File: src/rtl/ddr_ring_sequencer_if.sv
// DataMover command/status bundle for both directions.
// master = sequencer side, slave = DataMover side.
interface ddr_ring_sequencer_if;
    // S2MM direction
    logic        m_axis_s2mm_cmdsts_aresetn;
    logic [71:0] S_AXIS_S2MM_CMD_tdata;
    logic        S_AXIS_S2MM_CMD_tvalid;
    logic        S_AXIS_S2MM_CMD_tready;
    logic [7:0]  M_AXIS_S2MM_STS_tdata;
    logic        M_AXIS_S2MM_STS_tvalid;
    logic        M_AXIS_S2MM_STS_tready;
    // MM2S direction
    logic        m_axis_mm2s_cmdsts_aresetn;
    logic [71:0] S_AXIS_MM2S_CMD_tdata;
    logic        S_AXIS_MM2S_CMD_tvalid;
    logic        S_AXIS_MM2S_CMD_tready;
    logic [7:0]  M_AXIS_MM2S_STS_tdata;
    logic        M_AXIS_MM2S_STS_tvalid;
    logic        M_AXIS_MM2S_STS_tready;

    modport master (
        output m_axis_s2mm_cmdsts_aresetn, S_AXIS_S2MM_CMD_tdata, S_AXIS_S2MM_CMD_tvalid,
               M_AXIS_S2MM_STS_tready,
               m_axis_mm2s_cmdsts_aresetn, S_AXIS_MM2S_CMD_tdata, S_AXIS_MM2S_CMD_tvalid,
               M_AXIS_MM2S_STS_tready,
        input  S_AXIS_S2MM_CMD_tready, M_AXIS_S2MM_STS_tdata, M_AXIS_S2MM_STS_tvalid,
               S_AXIS_MM2S_CMD_tready, M_AXIS_MM2S_STS_tdata, M_AXIS_MM2S_STS_tvalid
    );

    modport slave (
        input  m_axis_s2mm_cmdsts_aresetn, S_AXIS_S2MM_CMD_tdata, S_AXIS_S2MM_CMD_tvalid,
               M_AXIS_S2MM_STS_tready,
               m_axis_mm2s_cmdsts_aresetn, S_AXIS_MM2S_CMD_tdata, S_AXIS_MM2S_CMD_tvalid,
               M_AXIS_MM2S_STS_tready,
        output S_AXIS_S2MM_CMD_tready, M_AXIS_S2MM_STS_tdata, M_AXIS_S2MM_STS_tvalid,
               S_AXIS_MM2S_CMD_tready, M_AXIS_MM2S_STS_tdata, M_AXIS_MM2S_STS_tvalid
    );
endinterface

File: src/rtl/ddr_ring_sequencer.sv
// Capture/readback sequencer for the AXI DataMover: NUM_BLOCKS S2MM commands
// over the ring region, then NUM_BLOCKS MM2S commands over the same region,
// one command outstanding at a time, each status beat checked before moving on.
// A bad status pulses the failing direction's cmdsts reset and parks in ERROR.
module ddr_ring_sequencer #(
    parameter logic [22:0] BTT        = 23'h00_1000,
    parameter int          NUM_BLOCKS = 16,
    parameter logic [31:0] BASE_ADDR  = 32'h0000_0000,
    parameter logic [3:0]  S2MM_TAG   = 4'hA,
    parameter logic [3:0]  MM2S_TAG   = 4'h5,
    parameter int          RST_CYCLES = 8
) (
    input  logic       clk,
    input  logic       reset,
    input  logic       start,
    output logic       busy,
    output logic       done,
    output logic       err,
    output logic [7:0] err_status,
    ddr_ring_sequencer_if.master dm
);

    typedef enum logic [2:0] {
        IDLE, S2MM_CMD, S2MM_STS, MM2S_CMD, MM2S_STS, DONE, RECOVER, ERROR
    } state_t;

    localparam int             RCW     = $clog2(RST_CYCLES);
    localparam logic [RCW-1:0] RC_LAST = RCW'(RST_CYCLES - 1);
    localparam logic [7:0]     K_LAST  = 8'(NUM_BLOCKS - 1);
    localparam logic [31:0]    BTT_EXT = {9'b0, BTT};

    state_t         state_q, state_d;
    logic [7:0]     k_q, k_d;
    logic [31:0]    addr_q, addr_d;
    logic [RCW-1:0] rcnt_q, rcnt_d;
    logic [7:0]     err_status_q, err_status_d;
    logic           fail_mm2s_q, fail_mm2s_d;
    logic           s2mm_rstn_q, s2mm_rstn_d;
    logic           mm2s_rstn_q, mm2s_rstn_d;

    // The status path is shared: whichever *_STS state we are in selects its beat and tag.
    logic       in_s2mm_sts;
    logic       sts_vld;
    logic [7:0] sts_data;
    logic [3:0] sts_tag;
    logic       sts_good;

    // State register; aresetn flops reset low and rise on the first edge after release.
    always_ff @(posedge clk or posedge reset) begin
        if (reset) begin
            state_q      <= IDLE;
            k_q          <= 8'd0;
            addr_q       <= BASE_ADDR;
            rcnt_q       <= '0;
            err_status_q <= 8'h00;
            fail_mm2s_q  <= 1'b0;
            s2mm_rstn_q  <= 1'b0;
            mm2s_rstn_q  <= 1'b0;
        end else begin
            state_q      <= state_d;
            k_q          <= k_d;
            addr_q       <= addr_d;
            rcnt_q       <= rcnt_d;
            err_status_q <= err_status_d;
            fail_mm2s_q  <= fail_mm2s_d;
            s2mm_rstn_q  <= s2mm_rstn_d;
            mm2s_rstn_q  <= mm2s_rstn_d;
        end
    end

    // Next state: block walk, status check, recovery timing.
    always_comb begin
        state_d      = state_q;
        k_d          = k_q;
        addr_d       = addr_q;
        rcnt_d       = rcnt_q;
        err_status_d = err_status_q;
        fail_mm2s_d  = fail_mm2s_q;

        in_s2mm_sts = (state_q == S2MM_STS);
        sts_vld     = in_s2mm_sts ? dm.M_AXIS_S2MM_STS_tvalid : dm.M_AXIS_MM2S_STS_tvalid;
        sts_data    = in_s2mm_sts ? dm.M_AXIS_S2MM_STS_tdata  : dm.M_AXIS_MM2S_STS_tdata;
        sts_tag     = in_s2mm_sts ? S2MM_TAG : MM2S_TAG;
        sts_good    = sts_data[7] && (sts_data[6:4] == 3'b000) && (sts_data[3:0] == sts_tag);

        case (state_q)
            IDLE, DONE, ERROR: begin
                if (start) begin
                    state_d      = S2MM_CMD;
                    k_d          = 8'd0;
                    addr_d       = BASE_ADDR;
                    err_status_d = 8'h00;
                end
            end
            // tvalid is a pure function of state, so tready alone completes the handshake.
            S2MM_CMD: if (dm.S_AXIS_S2MM_CMD_tready) state_d = S2MM_STS;
            MM2S_CMD: if (dm.S_AXIS_MM2S_CMD_tready) state_d = MM2S_STS;
            S2MM_STS, MM2S_STS: begin
                if (sts_vld) begin
                    if (!sts_good) begin
                        err_status_d = sts_data;
                        fail_mm2s_d  = !in_s2mm_sts;
                        rcnt_d       = '0;
                        state_d      = RECOVER;
                    end else if (k_q == K_LAST) begin
                        k_d     = 8'd0;
                        addr_d  = BASE_ADDR;
                        state_d = in_s2mm_sts ? MM2S_CMD : DONE;
                    end else begin
                        k_d     = k_q + 8'd1;
                        addr_d  = addr_q + BTT_EXT;   // wraps modulo 2^32
                        state_d = in_s2mm_sts ? S2MM_CMD : MM2S_CMD;
                    end
                end
            end
            RECOVER: begin
                if (rcnt_q == RC_LAST) state_d = ERROR;
                else                   rcnt_d  = rcnt_q + 1'b1;
            end
            default: state_d = IDLE;
        endcase

        // Registered from the next state so the low pulse lines up exactly with RECOVER.
        s2mm_rstn_d = !((state_d == RECOVER) && !fail_mm2s_d);
        mm2s_rstn_d = !((state_d == RECOVER) &&  fail_mm2s_d);
    end

    // Outputs decoded from the registered state; tdata is zero whenever tvalid is low.
    always_comb begin
        busy       = (state_q == S2MM_CMD) || (state_q == S2MM_STS) ||
                     (state_q == MM2S_CMD) || (state_q == MM2S_STS) || (state_q == RECOVER);
        done       = (state_q == DONE);
        err        = (state_q == RECOVER) || (state_q == ERROR);
        err_status = err_status_q;

        dm.m_axis_s2mm_cmdsts_aresetn = s2mm_rstn_q;
        dm.m_axis_mm2s_cmdsts_aresetn = mm2s_rstn_q;

        dm.S_AXIS_S2MM_CMD_tvalid = (state_q == S2MM_CMD);
        dm.S_AXIS_MM2S_CMD_tvalid = (state_q == MM2S_CMD);
        dm.S_AXIS_S2MM_CMD_tdata  = (state_q == S2MM_CMD) ?
                                    {4'h0, S2MM_TAG, addr_q, 8'h00, 1'b1, BTT} : 72'h0;
        dm.S_AXIS_MM2S_CMD_tdata  = (state_q == MM2S_CMD) ?
                                    {4'h0, MM2S_TAG, addr_q, 8'h00, 1'b1, BTT} : 72'h0;

        dm.M_AXIS_S2MM_STS_tready = (state_q == S2MM_STS);
        dm.M_AXIS_MM2S_STS_tready = (state_q == MM2S_STS);
    end

endmodule

File: src/flat_wrapper.sv
// flat-port wrapper written by rule: the top's interface ports become plain ports
module ddr_ring_sequencer_flat 
#(
    parameter logic [22:0] BTT        = 23'h00_1000,
    parameter int          NUM_BLOCKS = 16,
    parameter logic [31:0] BASE_ADDR  = 32'h0000_0000,
    parameter logic [3:0]  S2MM_TAG   = 4'hA,
    parameter logic [3:0]  MM2S_TAG   = 4'h5,
    parameter int          RST_CYCLES = 8
)
  (clk, reset, start, busy, done, err, err_status, dm_m_axis_s2mm_cmdsts_aresetn, dm_S_AXIS_S2MM_CMD_tdata, dm_S_AXIS_S2MM_CMD_tvalid, dm_M_AXIS_S2MM_STS_tready, dm_m_axis_mm2s_cmdsts_aresetn, dm_S_AXIS_MM2S_CMD_tdata, dm_S_AXIS_MM2S_CMD_tvalid, dm_M_AXIS_MM2S_STS_tready, dm_S_AXIS_S2MM_CMD_tready, dm_M_AXIS_S2MM_STS_tdata, dm_M_AXIS_S2MM_STS_tvalid, dm_S_AXIS_MM2S_CMD_tready, dm_M_AXIS_MM2S_STS_tdata, dm_M_AXIS_MM2S_STS_tvalid);
  ddr_ring_sequencer_if dm_i ();
  input  logic clk;
  input  logic reset;
  input  logic start;
  output logic busy;
  output logic done;
  output logic err;
  output logic [7:0] err_status;
  output wire logic [$bits(dm_i.m_axis_s2mm_cmdsts_aresetn)-1:0] dm_m_axis_s2mm_cmdsts_aresetn;
  output wire logic [$bits(dm_i.S_AXIS_S2MM_CMD_tdata)-1:0] dm_S_AXIS_S2MM_CMD_tdata;
  output wire logic [$bits(dm_i.S_AXIS_S2MM_CMD_tvalid)-1:0] dm_S_AXIS_S2MM_CMD_tvalid;
  output wire logic [$bits(dm_i.M_AXIS_S2MM_STS_tready)-1:0] dm_M_AXIS_S2MM_STS_tready;
  output wire logic [$bits(dm_i.m_axis_mm2s_cmdsts_aresetn)-1:0] dm_m_axis_mm2s_cmdsts_aresetn;
  output wire logic [$bits(dm_i.S_AXIS_MM2S_CMD_tdata)-1:0] dm_S_AXIS_MM2S_CMD_tdata;
  output wire logic [$bits(dm_i.S_AXIS_MM2S_CMD_tvalid)-1:0] dm_S_AXIS_MM2S_CMD_tvalid;
  output wire logic [$bits(dm_i.M_AXIS_MM2S_STS_tready)-1:0] dm_M_AXIS_MM2S_STS_tready;
  input wire logic [$bits(dm_i.S_AXIS_S2MM_CMD_tready)-1:0] dm_S_AXIS_S2MM_CMD_tready;
  input wire logic [$bits(dm_i.M_AXIS_S2MM_STS_tdata)-1:0] dm_M_AXIS_S2MM_STS_tdata;
  input wire logic [$bits(dm_i.M_AXIS_S2MM_STS_tvalid)-1:0] dm_M_AXIS_S2MM_STS_tvalid;
  input wire logic [$bits(dm_i.S_AXIS_MM2S_CMD_tready)-1:0] dm_S_AXIS_MM2S_CMD_tready;
  input wire logic [$bits(dm_i.M_AXIS_MM2S_STS_tdata)-1:0] dm_M_AXIS_MM2S_STS_tdata;
  input wire logic [$bits(dm_i.M_AXIS_MM2S_STS_tvalid)-1:0] dm_M_AXIS_MM2S_STS_tvalid;
  assign dm_m_axis_s2mm_cmdsts_aresetn = dm_i.m_axis_s2mm_cmdsts_aresetn;
  assign dm_S_AXIS_S2MM_CMD_tdata = dm_i.S_AXIS_S2MM_CMD_tdata;
  assign dm_S_AXIS_S2MM_CMD_tvalid = dm_i.S_AXIS_S2MM_CMD_tvalid;
  assign dm_M_AXIS_S2MM_STS_tready = dm_i.M_AXIS_S2MM_STS_tready;
  assign dm_m_axis_mm2s_cmdsts_aresetn = dm_i.m_axis_mm2s_cmdsts_aresetn;
  assign dm_S_AXIS_MM2S_CMD_tdata = dm_i.S_AXIS_MM2S_CMD_tdata;
  assign dm_S_AXIS_MM2S_CMD_tvalid = dm_i.S_AXIS_MM2S_CMD_tvalid;
  assign dm_M_AXIS_MM2S_STS_tready = dm_i.M_AXIS_MM2S_STS_tready;
  assign dm_i.S_AXIS_S2MM_CMD_tready = dm_S_AXIS_S2MM_CMD_tready;
  assign dm_i.M_AXIS_S2MM_STS_tdata = dm_M_AXIS_S2MM_STS_tdata;
  assign dm_i.M_AXIS_S2MM_STS_tvalid = dm_M_AXIS_S2MM_STS_tvalid;
  assign dm_i.S_AXIS_MM2S_CMD_tready = dm_S_AXIS_MM2S_CMD_tready;
  assign dm_i.M_AXIS_MM2S_STS_tdata = dm_M_AXIS_MM2S_STS_tdata;
  assign dm_i.M_AXIS_MM2S_STS_tvalid = dm_M_AXIS_MM2S_STS_tvalid;
  ddr_ring_sequencer #(.BTT(BTT), .NUM_BLOCKS(NUM_BLOCKS), .BASE_ADDR(BASE_ADDR), .S2MM_TAG(S2MM_TAG), .MM2S_TAG(MM2S_TAG), .RST_CYCLES(RST_CYCLES)) u_core (.clk(clk), .reset(reset), .start(start), .busy(busy), .done(done), .err(err), .err_status(err_status), .dm(dm_i));
endmodule
File: config.mk
export PLATFORM = sky130hd
export DESIGN_NAME = ddr_ring_sequencer_flat
export DESIGN_NICKNAME = d
export VERILOG_FILES = /design/src/rtl/ddr_ring_sequencer_if.sv /design/src/rtl/ddr_ring_sequencer.sv /design/src/flat_wrapper.sv
export SDC_FILE = /design/constraint.sdc
export NUM_CORES = 1
export LEC_CHECK = 0
export ABC_AREA = 0
export CELL_PAD_IN_SITES_DETAIL_PLACEMENT = 0
export CELL_PAD_IN_SITES_GLOBAL_PLACEMENT = 2
export CORE_MARGIN = 3
export CORE_UTILIZATION = 24
export DETAILED_ROUTE_END_ITERATION = 8
export PLACE_DENSITY_LB_ADDON = 0.1
export REMOVE_ABC_BUFFERS = 1
export SLEW_MARGIN = 10
export SYNTH_ARGS = -nofsm -noshare
export SYNTH_HDL_FRONTEND = slang
export SYNTH_SLANG_ARGS = --single-unit
export TNS_END_PERCENT = 5
File: constraint.sdc
create_clock -name clk -period 6.33 [get_ports clk]
set_clock_uncertainty 0.05 [all_clocks]
set_input_delay 0.633 -clock clk [delete_from_list [all_inputs] [get_ports clk]]
set_output_delay 0.633 -clock clk [all_outputs]
set_load 0.02 [all_outputs]
# == After elaboration in Yosys (flattened, before gate mapping) ==
# Index checks and enable logic that the tools add are counted.
# totals
memories,0
mem_bits_ro,0
out_inout_bits,161
latch_bits,0
ramBits,0
register_bits,57
input_bits,23
# classes
n_mux,35
addsub,3
order_cmp,0
eq_ne,16
reduce_logical,22
n_shift,0
bitwise_logic,0
n_div,0
mul,0
# ops
operator,n
2-to-1 mux 32 bit,4
2-to-1 mux 68 bit,1
2-to-1 mux 67 bit,1
case mux 32 bit (2 select lines),1
2-to-1 mux 8 bit,7
2-to-1 mux 3 bit,11
adder 32 x 13 -> 32 bit (second input constant),1
case mux 8 bit (2 select lines),2
equality test 3 bit (second input constant),6
case mux 3 bit (5 select lines),1
AND reduction 4 bit,3
adder 8 x 1 -> 8 bit (second input constant),1
equality test 8 x 4 -> 1 bit (second input constant),1
equality test 3 x 2 -> 1 bit (second input constant),2
zero test 3 bit,2
inequality test 2 bit (second input constant),3
case mux 3 bit (2 select lines),1
logical OR 1 bit,5
equality test 4 bit,1
logical AND 1 bit,4
zero test 1 bit,4
2-to-1 mux 1 bit,4
2-to-1 mux 4 bit,1
inequality test 2 x 1 -> 1 bit (second input constant),2
other kinds (6),7

# == Logic depth before layout (Yosys ltp) ==
# logic_depth
depth_word,11
ltp_mapped,9
ltp_nobuf,8

# == Least setup slack after synthesis ==
# OpenSTA, ideal clock, no wires.
# synth_timing
kind,register to register
from,"register, netlist name u_core.k_q[0]"
to,register u_core.rcnt_q[0]
path_buffers,0
setup_ns,0.125
stages_incl_launch_ff,9
path_slack_ns,3.910
required_time_ns,6.155
arrival_time_ns,2.246
path_cell_list,dfrtp_1 ha_1 or4b_1 nor3_2 ha_1 a21oi_1 o21ai_1 nand3b_1 mux2_2
# synth_rtl
element,line_no,source
"end signal, assigned",ddr_ring_sequencer.sv:63,rcnt_q <= rcnt_d;
"end, declared",ddr_ring_sequencer.sv:35,"logic [RCW-1:0] rcnt_q, rcnt_d;"

# == Worst setup path in the final report ==
# layout_timing
from,register u_core.state_q[0]
to,output port dm_S_AXIS_S2MM_CMD_tdata[54]
# layout_via
elab_chain_len,2
# layout_rtl
element,line_no,source
"start, declared",ddr_ring_sequencer.sv:32,"state_t state_q, state_d;"
"start signal, assigned",ddr_ring_sequencer.sv:60,state_q <= state_d;
equality test 3 x 1 -> 1 bit,ddr_ring_sequencer.sv:141,dm.S_AXIS_S2MM_CMD_tdata = (state_q == S2MM_CMD) ?
2-to-1 mux 68 bit,ddr_ring_sequencer.sv:141,
"end, declared",flat_wrapper.sv:21,output wire logic [$bits(dm_i.S_AXIS_S2MM_CMD_tdata)-1:0] dm_S_AXIS_S2MM_CMD_tdata;
# No other way between the ends.

==> impl_metrics.yaml <==
status:
  outcome: "complete, no violations"
yosys:
  ys_types: 51
  ys_ff_latch: 45
  syn_area_per_cell_um2: 8.37
  syn-instance-count: 433
  seq_area_frac_synth_pct: 31.1
  async_flop_share_pct: 100
  synth_top_area_share_pct: 31.1
  ys_warn_count: 0
  synth_edf_count: 0
  synth_area_leaders: "dfrtp_1 31%, buf_4 22%, and3_1 7.8%, nor2_1 3.9%, xnor2_1 2.7%"
  syn-cell-area_um2: 3630
  synthTopCellsByCount: "106 x buf_4, 45 x and3_1, 45 x dfrtp_1"
  synth_flop_cell: "dfrtp_1"
  synth.most_common_cell: "buf_4"
  yosys.area.top_type: "dfrtp_1"
sta:
  slew_viol_final: 0
  setup_viol: 0
  max_freq_mhz: 284
  setup_tns_ns: 0
  fin_crit_ns: 3.52
  rsz0062_at_grt: "false"
  slew_headroom_pct: 31.3
  post-route-period-util_pct: 55.6
  worst_pin_slew_ns: 1.03
  hold_violations: 0
floorplanning:
  die_x_um: 129
  die_h_um: 129
  die_area_um2: 16600
  core_area_um2: 14600
  num_io_pins: 184
  num_rows: 44
  initial_core_util_pct: 24.8
finish:
  nFillCells: 1575
  antenna_cells: 0
  area_delta_synth_final_pct: 20.7
  drive_gt1_share_pct: 5.39
  design_area_um2: 4380
  finalNetCount: 528
drt:
  via_per_inst: 4.15
  vias: 2841
  drt_iter0_markers: 78
  wirelength_um: 9280
  first_pass_iters: 4
  drtAntennaViolNets: 0
  avgRoutedWirePerCell_um: 13.6
  drcViolationCount: 0
critical_path:
  crit_fanout: 39
  worst_setup_path_end_kind: "output pin"
  cp.required_ns: 5.65
  cp.arrival_ns: 2.84
  start_kind: "flip-flop"
  worstSetupPathType: "flip-flop to output pin"
cts:
  cts_tree: "yes"
  clockBufferDepth: 2
  cts_resized: 0
  cts_hold_buf: 0
  htreeDepth: 2
  post_cts_buffers: 0
  cts_num_sinks: 45
  clkTransAtPathRegs_ns: 0.07
  cts_root_buf: "clkbuf_16"
  clock_latency_ns: 0.29
  cts_made_buffers: 5
power:
  leakagePower_nw: 2.01
  powerDensity_nw_per_um2: 337
  max-vdd-ir-drop_v: 0.000242
  total_power_w: 0.00148
global_routing:
  grtUsageTotal_pct: 10.8
  grt_pass1_vias: 2677
  grt_antenna_before_repair: 0
  grt_pass1_wl_um: 14500
  grt_max_degree: 46
  gr-total-overflow: 0
placed_design:
  place_area_um2: 4230
  post-dp-hpwl_um: 6810
  numPortBuffers: 87
  gp_congestion: 0.699
min_path:
  hp-class: "flip-flop to flip-flop"
job:
  drv_cap: 0
## cell usage in the layout (no fill, tap or decap), types with 3 or more instances in the layout
cell	count
a31oi_1	4
clkbuf_16	5
a21oi_1	17
nor2_1	38
and2_1	3
xor2_1	7
clkdlybuf4s50_1	87
nor3_1	8
o21ai_0	12
a22oi_1	9
xnor2_1	11
ha_1	5
and3_1	45
o31ai_1	3
mux2i_1	3
a211oi_1	3
nand2_1	25
inv_1	9
a21o_1	4
conb_1	96
nand2b_1	7
nand3b_1	3
dfrtp_1	45
nand3_1	11
nand4_1	7
## registers in the layout (all words and copies together) (netlist names)
name	cells
u_core.fail_mm2s_q	1
u_core.addr_q	20
u_core.k_q	8
u_core.rcnt_q	3
u_core.state_q	3
u_core.dm.m_axis_s2mm_cmdsts_aresetn	1
u_core.err_status	8
u_core.dm.m_axis_mm2s_cmdsts_aresetn	1
## through the flow
stage | utilization (%) | instances | hold WS, ns | setup slack, ns
2_1_floorplan | - | 405 | 0.429 | 3.30
3_3_place_gp | 28.9 | 677 | 0.464 | 3.02
3_5_place_dp | 28.9 | 677 | 0.477 | 2.94
4_1_cts | 29.9 | 685 | 0.486 | 2.79
5_1_grt | 29.9 | 685 | 0.508 | 2.58
6_report | 29.9 | 685 | 0.481 | 2.81
## cell type report
type	count	area (um2)	share of cell area (%)
clock inverter	2	15.0	0.343
inverter	11	42.5	0.972
multi-input combinational	349	1960	44.7
timing repair buffer	88	878	20.1
clock buffer	6	129	2.94
sequential	45	1130	25.7
tap	184	230	5.26
## worst max-delay path, cell delays in order (launching register included)
cell,delay (ns)
dfrtp_1,0.73
nor2b_2,0.93
and3_1,0.27
clkdlybuf4s50_1,0.61
## per-layer routing
layer / track usage [%] / part of all wire (%) / vias to the layer above
met3: 2.74 / 7.3 / 6
met2: 17.2 / 46 / 107
met5: 0 / 0 / -
met1: 14.7 / 46 / 1310
li1: - / - / 1418
met4: 2.41 / 0.74 / 0
## cell families (layout without fill, tap and decap cells)
kind of cell | Yosys count | after routing | synth area share, %
flops | 45 | 45 | 31.1
xor+xnor | 18 | 18 | 4.35
other cells | 1 | 96 | 0.103
buf+inv | 134 | 107 | 25.0
mux | 4 | 4 | 1.14
compound gates | 61 | 61 | 11.1
simple gates | 165 | 165 | 25.6
fa+ha+maj | 5 | 5 | 1.73
## worst paths after layout
check	start	to	slack, ns	cells after the start
worst max register to register	u_core.state_q[0]	u_core.dm.m_axis_mm2s_cmdsts_aresetn	3.46	5
worst max-delay path	u_core.state_q[0]	dm_S_AXIS_S2MM_CMD_tdata[54]	2.81	3
max in group asynchronous	reset	u_core.k_q[5]	4.74	2
worst min-delay path	u_core.rcnt_q[2]	u_core.rcnt_q[2]	0.48	2
worst min register to register	u_core.rcnt_q[2]	u_core.rcnt_q[2]	0.48	2
min in group asynchronous	reset	u_core.rcnt_q[2]	0.85	2
## power by group
group / total [W] / switching, W / leakage (nW) / internal (W)
registers: 0.000420 / 0.0000689 / 0.591 / 0.000351
clock network: 0.000268 / 0.000121 / 0.0631 / 0.000147
logic: 0.000788 / 0.000513 / 1.36 / 0.000276
total: 0.00148 / 0.000703 / 2.01 / 0.000774
Note: power is estimated with default switching activity, not from simulation.
